<file path="src/rtl/pc_sequencer.sv">
// Next-PC controller: picks the PC register's next value from the sequential,
// branch, jump, interrupt-vector and exception-return sources, and handles stall and halt.
module pc_sequencer #(
   parameter int               WIDTH    = 32,
   parameter logic [WIDTH-1:0] RESET_PC = '0,
   parameter logic [WIDTH-1:0] ISR_BASE = 32'h0000_0800
) (
   input  logic             clk,
   input  logic             rst,
   input  logic [WIDTH-1:0] pc,
   input  logic             stall,
   input  logic             branch_taken,
   input  logic [WIDTH-1:0] branch_target,
   input  logic             jump,
   input  logic [WIDTH-1:0] jump_target,
   input  logic             halt_req,
   input  logic             go,
   input  logic [2:0]       irq,
   input  logic             eret,
   output logic [WIDTH-1:0] pc_next,
   output logic             pc_en,
   output logic             flush,
   output logic [WIDTH-1:0] epc,
   output logic             in_isr,
   output logic [1:0]       isr_src,
   output logic             halted
);

   typedef enum logic {ST_RUN, ST_HALT} state_t;

   state_t           state_q, state_d;
   logic [2:0]       pending_q, pending_d;
   logic [WIDTH-1:0] epc_q, epc_d;
   logic             in_isr_q, in_isr_d;
   logic [1:0]       isr_src_q, isr_src_d;

   logic [WIDTH-1:0] seq;
   logic [WIDTH-1:0] ret;
   logic [1:0]       src_sel;
   logic [2:0]       clr;

   always_comb begin
      seq = pc + WIDTH'(4);
      ret = jump ? jump_target : (branch_taken ? branch_target : seq);

      // Lowest set bit wins; only meaningful when pending_q is non-zero.
      if (pending_q[0])      src_sel = 2'd0;
      else if (pending_q[1]) src_sel = 2'd1;
      else                   src_sel = 2'd2;

      state_d   = state_q;
      epc_d     = epc_q;
      in_isr_d  = in_isr_q;
      isr_src_d = isr_src_q;
      clr       = 3'b000;
      pc_next   = pc;
      pc_en     = 1'b0;
      flush     = 1'b0;

      case (state_q)
         ST_RUN: begin
            if (stall) begin
               pc_next = pc;
            end else if (halt_req) begin
               state_d = ST_HALT;
            end else if (!in_isr_q && (pending_q != 3'b000)) begin
               pc_next      = ISR_BASE + (WIDTH'(src_sel) << 4);
               pc_en        = 1'b1;
               flush        = 1'b1;
               epc_d        = ret;
               in_isr_d     = 1'b1;
               isr_src_d    = src_sel;
               clr[src_sel] = 1'b1;
            end else if (eret && in_isr_q) begin
               pc_next  = epc_q;
               pc_en    = 1'b1;
               flush    = 1'b1;
               in_isr_d = 1'b0;
            end else begin
               pc_next = ret;
               pc_en   = 1'b1;
               flush   = jump | branch_taken;
            end
         end
         ST_HALT: begin
            if (go) begin
               pc_next = seq;
               pc_en   = 1'b1;
               state_d = ST_RUN;
            end
         end
         default: state_d = ST_RUN;
      endcase

      // A request arriving on the bit being cleared survives.
      pending_d = (pending_q & ~clr) | irq;

      if (rst) begin
         pc_next = RESET_PC;
         pc_en   = 1'b0;
         flush   = 1'b0;
      end
   end

   always_ff @(posedge clk or posedge rst) begin
      if (rst) begin
         state_q   <= ST_RUN;
         pending_q <= 3'b000;
         epc_q     <= '0;
         in_isr_q  <= 1'b0;
         isr_src_q <= 2'd0;
      end else begin
         state_q   <= state_d;
         pending_q <= pending_d;
         epc_q     <= epc_d;
         in_isr_q  <= in_isr_d;
         isr_src_q <= isr_src_d;
      end
   end

   assign epc     = epc_q;
   assign in_isr  = in_isr_q;
   assign isr_src = isr_src_q;
   assign halted  = (state_q == ST_HALT) && !rst;

endmodule

</file>
<file path="config.mk">
export PLATFORM = sky130hd
export DESIGN_NAME = pc_sequencer
export DESIGN_NICKNAME = d
export VERILOG_FILES = /design/src/rtl/pc_sequencer.sv
export SDC_FILE = /design/constraint.sdc
export NUM_CORES = 1
export LEC_CHECK = 0
export BUFFER_PORTS_ARGS = -buffer_cell sky130_fd_sc_hd__buf_2
export CORE_ASPECT_RATIO = 0.8
export CORE_UTILIZATION = 30
export DETAILED_ROUTE_END_ITERATION = 8
export GPL_TIMING_DRIVEN = 1
export SLEW_MARGIN = 40
export SYNTH_ARGS = -nofsm -noshare
export SYNTH_HDL_FRONTEND = slang
export SYNTH_SLANG_ARGS = --single-unit
</file>
<file path="constraint.sdc">
create_clock -name clk -period 5.7 [get_ports clk]
set_clock_uncertainty 0.05 [all_clocks]
set_input_delay 0.285 -clock clk [delete_from_list [all_inputs] [get_ports clk]]
set_output_delay 0.285 -clock clk [all_outputs]
set_load 0.05 [all_outputs]
</file>
# Word-level counts from Yosys, hierarchy flattened
# Cells that the tools add are included.
[classes] n_addsub=2 magnitude_cmp=2 muxes=34 n_bitwise=7 n_reduce_logical=10
[ops] cell="two-way mux 32 bit" count=8
[ops] cell="one-hot mux 32 bit (2 select lines)" count=1
[ops] cell="adder 32 x 3 -> 32 bit (second input constant)" count=1
[ops] cell="two-way mux 1 bit" count=16
[ops] cell="adder 12 x 6 -> 13 bit (first input constant)" count=1
[ops] cell="two-way mux 3 bit" count=4
[ops] cell="AND reduction 4 bit" count=2
[ops] cell="logical AND 1 bit" count=4
[ops] cell="two-way mux 2 bit" count=2
[ops] cell="one-hot mux 1 bit (2 select lines)" count=2
[ops] cell="AND 3 bit" count=1
[ops] cell="< comparator 2 x 3 -> 1 bit (second input constant)" count=1
[ops] cell="NOT 1 bit" count=3
[ops] cell="NOT 3 bit" count=1
[ops] cell="OR 3 bit" count=1
[ops] cell="nonzero test 3 bit" count=1
[ops] cell="demux 1 bit (select 2 bit)" count=1
[ops] cell="greater-or-equal comparator 2 x 1 -> 1 bit (second input constant)" count=1
[ops] cell="zero test 1 bit" count=2
[ops] cell="nonzero test 2 bit" count=1
[ops] cell="OR 1 bit" count=1
[word_totals] reg_bits=39 in_bits=107 out_inout_bits=70

# Logic depth before layout (Yosys ltp)
[depth] word_depth=13 depth_mapped=8

# Least setup slack after synthesis
# Ideal clock, no wire load.
[synth_path] kind="register -> output" startpoint="register in_isr_q, in the netlist in_isr" endpoint="output port pc_next[2]" t_arrival_ps=4055 t_required_ps=5365 setup_slack_ps=1310 stages_incl_launch_ff=8 path_buffers=2 path_cell_list="dfrtp_1 > clkbuf_1 > and2_1 > clkbuf_1 > nand2_1 > o21ai_0 > a21oi_1 > a2111oi_0"
[synth_via] elab_chain_cells=7
[synth_rtl] element="start, declared" line_no="34" source="logic in_isr_q, in_isr_d;"
[synth_rtl] element="start signal, assigned" line_no="116" source="in_isr_q <= in_isr_d;"
[synth_rtl] element="logical AND 1 bit / zero test 1 bit (equally long branches)" line_no="74, 66"
[synth_rtl] element="two-way mux 32 bit / logical AND 1 bit (equally long branches)" line_no="74, 66"
[synth_rtl] element="two-way mux 32 bit *" line_no="66" source="end else if (!in_isr_q && (pending_q != 3'b000)) begin"
[synth_rtl] element="two-way mux 32 bit *" line_no="64" source="end else if (halt_req) begin"
[synth_rtl] element="two-way mux 32 bit *" line_no="62" source="if (stall) begin"
[synth_rtl] element="one-hot mux 32 bit (2 select lines) *" line_no="60" source="case (state_q)"
[synth_rtl] element="two-way mux 32 bit *" line_no="98" source="if (rst) begin"
[synth_rtl] element="end, declared" line_no="20" source="output logic [WIDTH-1:0] pc_next,"
# Mark *: on every way between the ends. The rest lies on a longest branch, timed or not.

# Final worst setup path
[layout_path] startpoint="input port pc[2]" endpoint="output port pc_next[22]"
[layout_via] elab_chain_cells=9
[layout_rtl] element="start, declared" line_no="10" source="input logic [WIDTH-1:0] pc,"
[layout_rtl] element="adder 32 x 3 -> 32 bit *" line_no="43" source="seq = pc + WIDTH'(4);"
[layout_rtl] element="two-way mux 32 bit (2 in a row)" line_no="44" source="ret = jump ? jump_target : (branch_taken ? branch_target : seq);"
[layout_rtl] element="two-way mux 32 bit" line_no="74" source="end else if (eret && in_isr_q) begin"
[layout_rtl] element="two-way mux 32 bit" line_no="66"
[layout_rtl] element="two-way mux 32 bit" line_no="64"
[layout_rtl] element="two-way mux 32 bit" line_no="62"
[layout_rtl] element="one-hot mux 32 bit (2 select lines) *" line_no="60"
[layout_rtl] element="two-way mux 32 bit *" line_no="98"
# Marks and branches as above.

==> impl_metrics.py <==
metrics = {
    "worst_setup_path": {
        "cp_num_buf_inv": 2,
        "critPathMaxFanout": 17,
        "worst-endpoint-required_ps": 5370,
        "max_stage_delay_ps": 750,
        "startpoint_type": "input port",
        "crit_family": "simple AND/OR/NAND/NOR gates",
        "crit_path_top_delay_cell": "or4_1",
        "critical_path.cell_chain": "buf_2 > ha_1 > and3_1 > nand4_1 > or4_1 > a21oi_1 > o21ai_0 > a221oi_1 > buf_2",
        "worstSetupPathType": "input port to primary output",
        "cpMostUsedCell": "buf_2",
        "arrival_ps": 3280,
        "cp-end-kind": "primary output",
    },
    "power_and_ir_drop": {
        "p_leak_nw": 2.261,
        "switchingPower_mw": 1.109,
        "pwr-share-comb": 0.588,
        "ir_worst_vdd_mv": 0.2757,
        "p_seq_frac": 0.260,
        "power.internal_uw": 828.2,
        "clkPwrFrac": 0.152,
        "p_sw_frac": 0.5725,
        "power_density_mw_per_mm2": 370.9,
    },
    "timing": {
        "max_freq_mhz": 276.4,
        "slew_violations": 0,
        "hold_viol_final": 0,
        "setup_tns_ps": 0,
        "tightest_slew_ps": 818.6,
        "rsz0062_at_grt": "no",
        "finalCritPeriodShare": 0.6348,
        "max-slew-margin-rel": 0.4401,
        "setup-violations-final": 0,
        "period_minus_slack_ps": 3618,
    },
    "job": {
        "drv_cap": 0,
    },
    "placement": {
        "place_hpwl_um": 13540,
        "dp_cells": 892,
        "io_buffers": 176,
        "post_dp_cell_area_mm2": 0.005075,
        "globalplace.congestion": 0.9454,
    },
    "floorplanning": {
        "core-area_mm2": 0.01310,
        "die_h_um": 106.6,
        "start_util": 0.3132,
        "io_pins": 177,
        "die_area_mm2": 0.01415,
        "die_x_um": 132.7,
        "row_count": 37,
    },
    "logic_synthesis": {
        "synth-edff-count": 0,
        "synth_top_area_share": 0.2379,
        "synth_top_cell_by_area": "dfrtp_1",
        "yosys_most_used_dff": "dfrtp_1",
        "synth_common_cells": "nand2_1 (89), nor2_1 (52), o21ai_0 (52)",
        "syn_nets": 691,
        "ys_ff_latch": 39,
        "yosysWarnings": 0,
        "synth_area_per_cell_um2": 7.037,
        "ys_types": 59,
        "syn_area_mm2": 0.004103,
        "async_reset_ff_frac": 1.000,
        "synth.most_common_cell": "nand2_1",
        "synth_sequential_area_ratio": 0.2379,
        "synth_area_leaders": "dfrtp_1 (24%), nand2_1 (8.1%), o21ai_0 (6.3%)",
        "synth_cells": 583,
    },
    "cells_and_area": {
        "final_area_mm2": 0.005224,
        "nets": 832,
        "layout.cells.non_filler": 901,
        "final_util": 0.3987,
        "fill_cells": 1422,
        "drive_gt1_frac": 0.2938,
        "synthToLayoutAreaGrowth_pct": 27.33,
    },
    "clock_tree": {
        "cts_hold_buf": 0,
        "cts_resized": 0,
        "clock-sinks": 39,
        "numCtsBuffers": 5,
        "h-tree-depth": 2,
        "postCtsSetupBuffers": 0,
        "max-clock-path-buffers": 2,
        "clock_latency_ps": 290,
        "cts_tree": "built",
        "clkTransAtPathRegs_ps": 60,
        "cts-root-buf": "clkbuf_16",
    },
    "global_route": {
        "grt_max_degree": 47,
        "gr-total-overflow": 0,
        "grt_pass1_vias": 5140,
        "groute.usage.overall": 0.2590,
        "grt_pass1_wl_um": 28660,
        "antenna_found_initial": 2,
    },
    "outcome": {
        "outcome": "finished clean",
    },
    "drt": {
        "remaining_drc_errors": 0,
        "vias_per_cell": 5.968,
        "drtAntennaViolNets": 0,
        "drt-total-wl_um": 18720,
        "firstDrtPassIters": 6,
        "wl_met2_um": 8042,
        "routedWlPerCell_um": 20.78,
        "drt_iter0_markers": 407,
        "met3_length_um": 1661,
        "wl_met1_um": 8707,
        "vias": 5377,
        "maxUsedRoutingLayer": "met5",
    },
    "worst_hold_path": {
        "hp-class": "input port to flip-flop",
    },
}
[sequential cells by signal, summed over array words and instances, names as in the netlist]
name and cells:
state_q 1, isr_src 2, pending_q 3, epc 32, in_isr 1
[placed cells by master (no fill, tap or decap), types with 3 or more instances in the layout]
cell type / instances
nand2b_1: 5
buf_4: 7
o221ai_1: 3
a21oi_1: 32
nor2_1: 50
o211ai_1: 7
dfrtp_1: 39
and3_1: 7
o311ai_0: 3
nand3_1: 28
mux2i_1: 8
buf_2: 176
and2_1: 3
nor4_1: 8
xor2_1: 9
o22ai_1: 4
inv_1: 4
clkbuf_16: 5
or3_1: 5
nand2_1: 89
xnor2_1: 13
o21ai_0: 52
a311oi_1: 3
o31ai_1: 8
nand4_1: 11
a21o_1: 5
a2111oi_0: 4
nor3_1: 24
a22oi_1: 8
or4_1: 7
a211oi_1: 6
or2_2: 3
o31a_1: 3
mux2_2: 6
a31oi_1: 6
a22o_1: 8
a221oi_1: 24
o21a_1: 6
[stage by stage]
stage	power, mW	setup slack [ps]	hold slack [ps]
after detailed placement	1.636	2093	410.8
after CTS	1.936	2082	114.2
after global placement	1.616	2120	406.1
after global routing	2.027	1915	137.1
after floorplan	1.308	1310	327.3
final	1.938	2082	121.2
[final timing paths]
check	endpoint	cells after the start	startpoint	slack (ps)
setup / recovery	pc_next[22]	9	pc[2]	2080
hold reg to reg	isr_src[1]	2	isr_src[1]	420
min in group asynchronous	epc[20]	2	rst	320
setup reg to reg	epc[20]	5	state_q	2710
max in group asynchronous	epc[2]	3	rst	4500
hold / removal	pending_q[1]	2	irq[1]	120
[power groups by stage]
stage	clock (mW)	sequential [mW]	combinational [mW]
6_report	0.295	0.504	1.14
3_5_place_dp	0	0.504	1.13
4_1_cts	0.301	0.500	1.13
5_1_grt	0.306	0.520	1.20
3_3_place_gp	0	0.499	1.12
2_1_floorplan	0	0.890	0.418
[kinds of logic after synthesis]
group / count (synthesis) / synth area share
fa+ha+maj: 1 / 0.003049
xor+xnor: 22 / 0.04697
compound gates: 196 / 0.3251
buf+inv: 55 / 0.05215
simple gates: 256 / 0.2989
flops: 39 / 0.2379
mux: 14 / 0.03599
[routing by layer]
| metal | track usage | up-vias |
|---|---|---|
| li1 | - | 2490 |
| met3 | 0.04208 | 26 |
| met1 | 0.3721 | 2558 |
| met2 | 0.4015 | 301 |
| met5 | 0 | - |
| met4 | 0.06322 | 2 |
[layout make-up]
cell class,count,area (um^2),share of cell area
flip-flops and latches,39,975.9,0.1868
repair buffers,183,933.4,0.1787
diodes,1,2.502,0.0004790
multi-input cells,489,2925,0.5600
inverters,6,22.52,0.004311
clock buffers,5,125.1,0.02395
clock inverters,3,20.02,0.003832
well taps,175,219.0,0.04192
(Power assumes the default switching activity.)
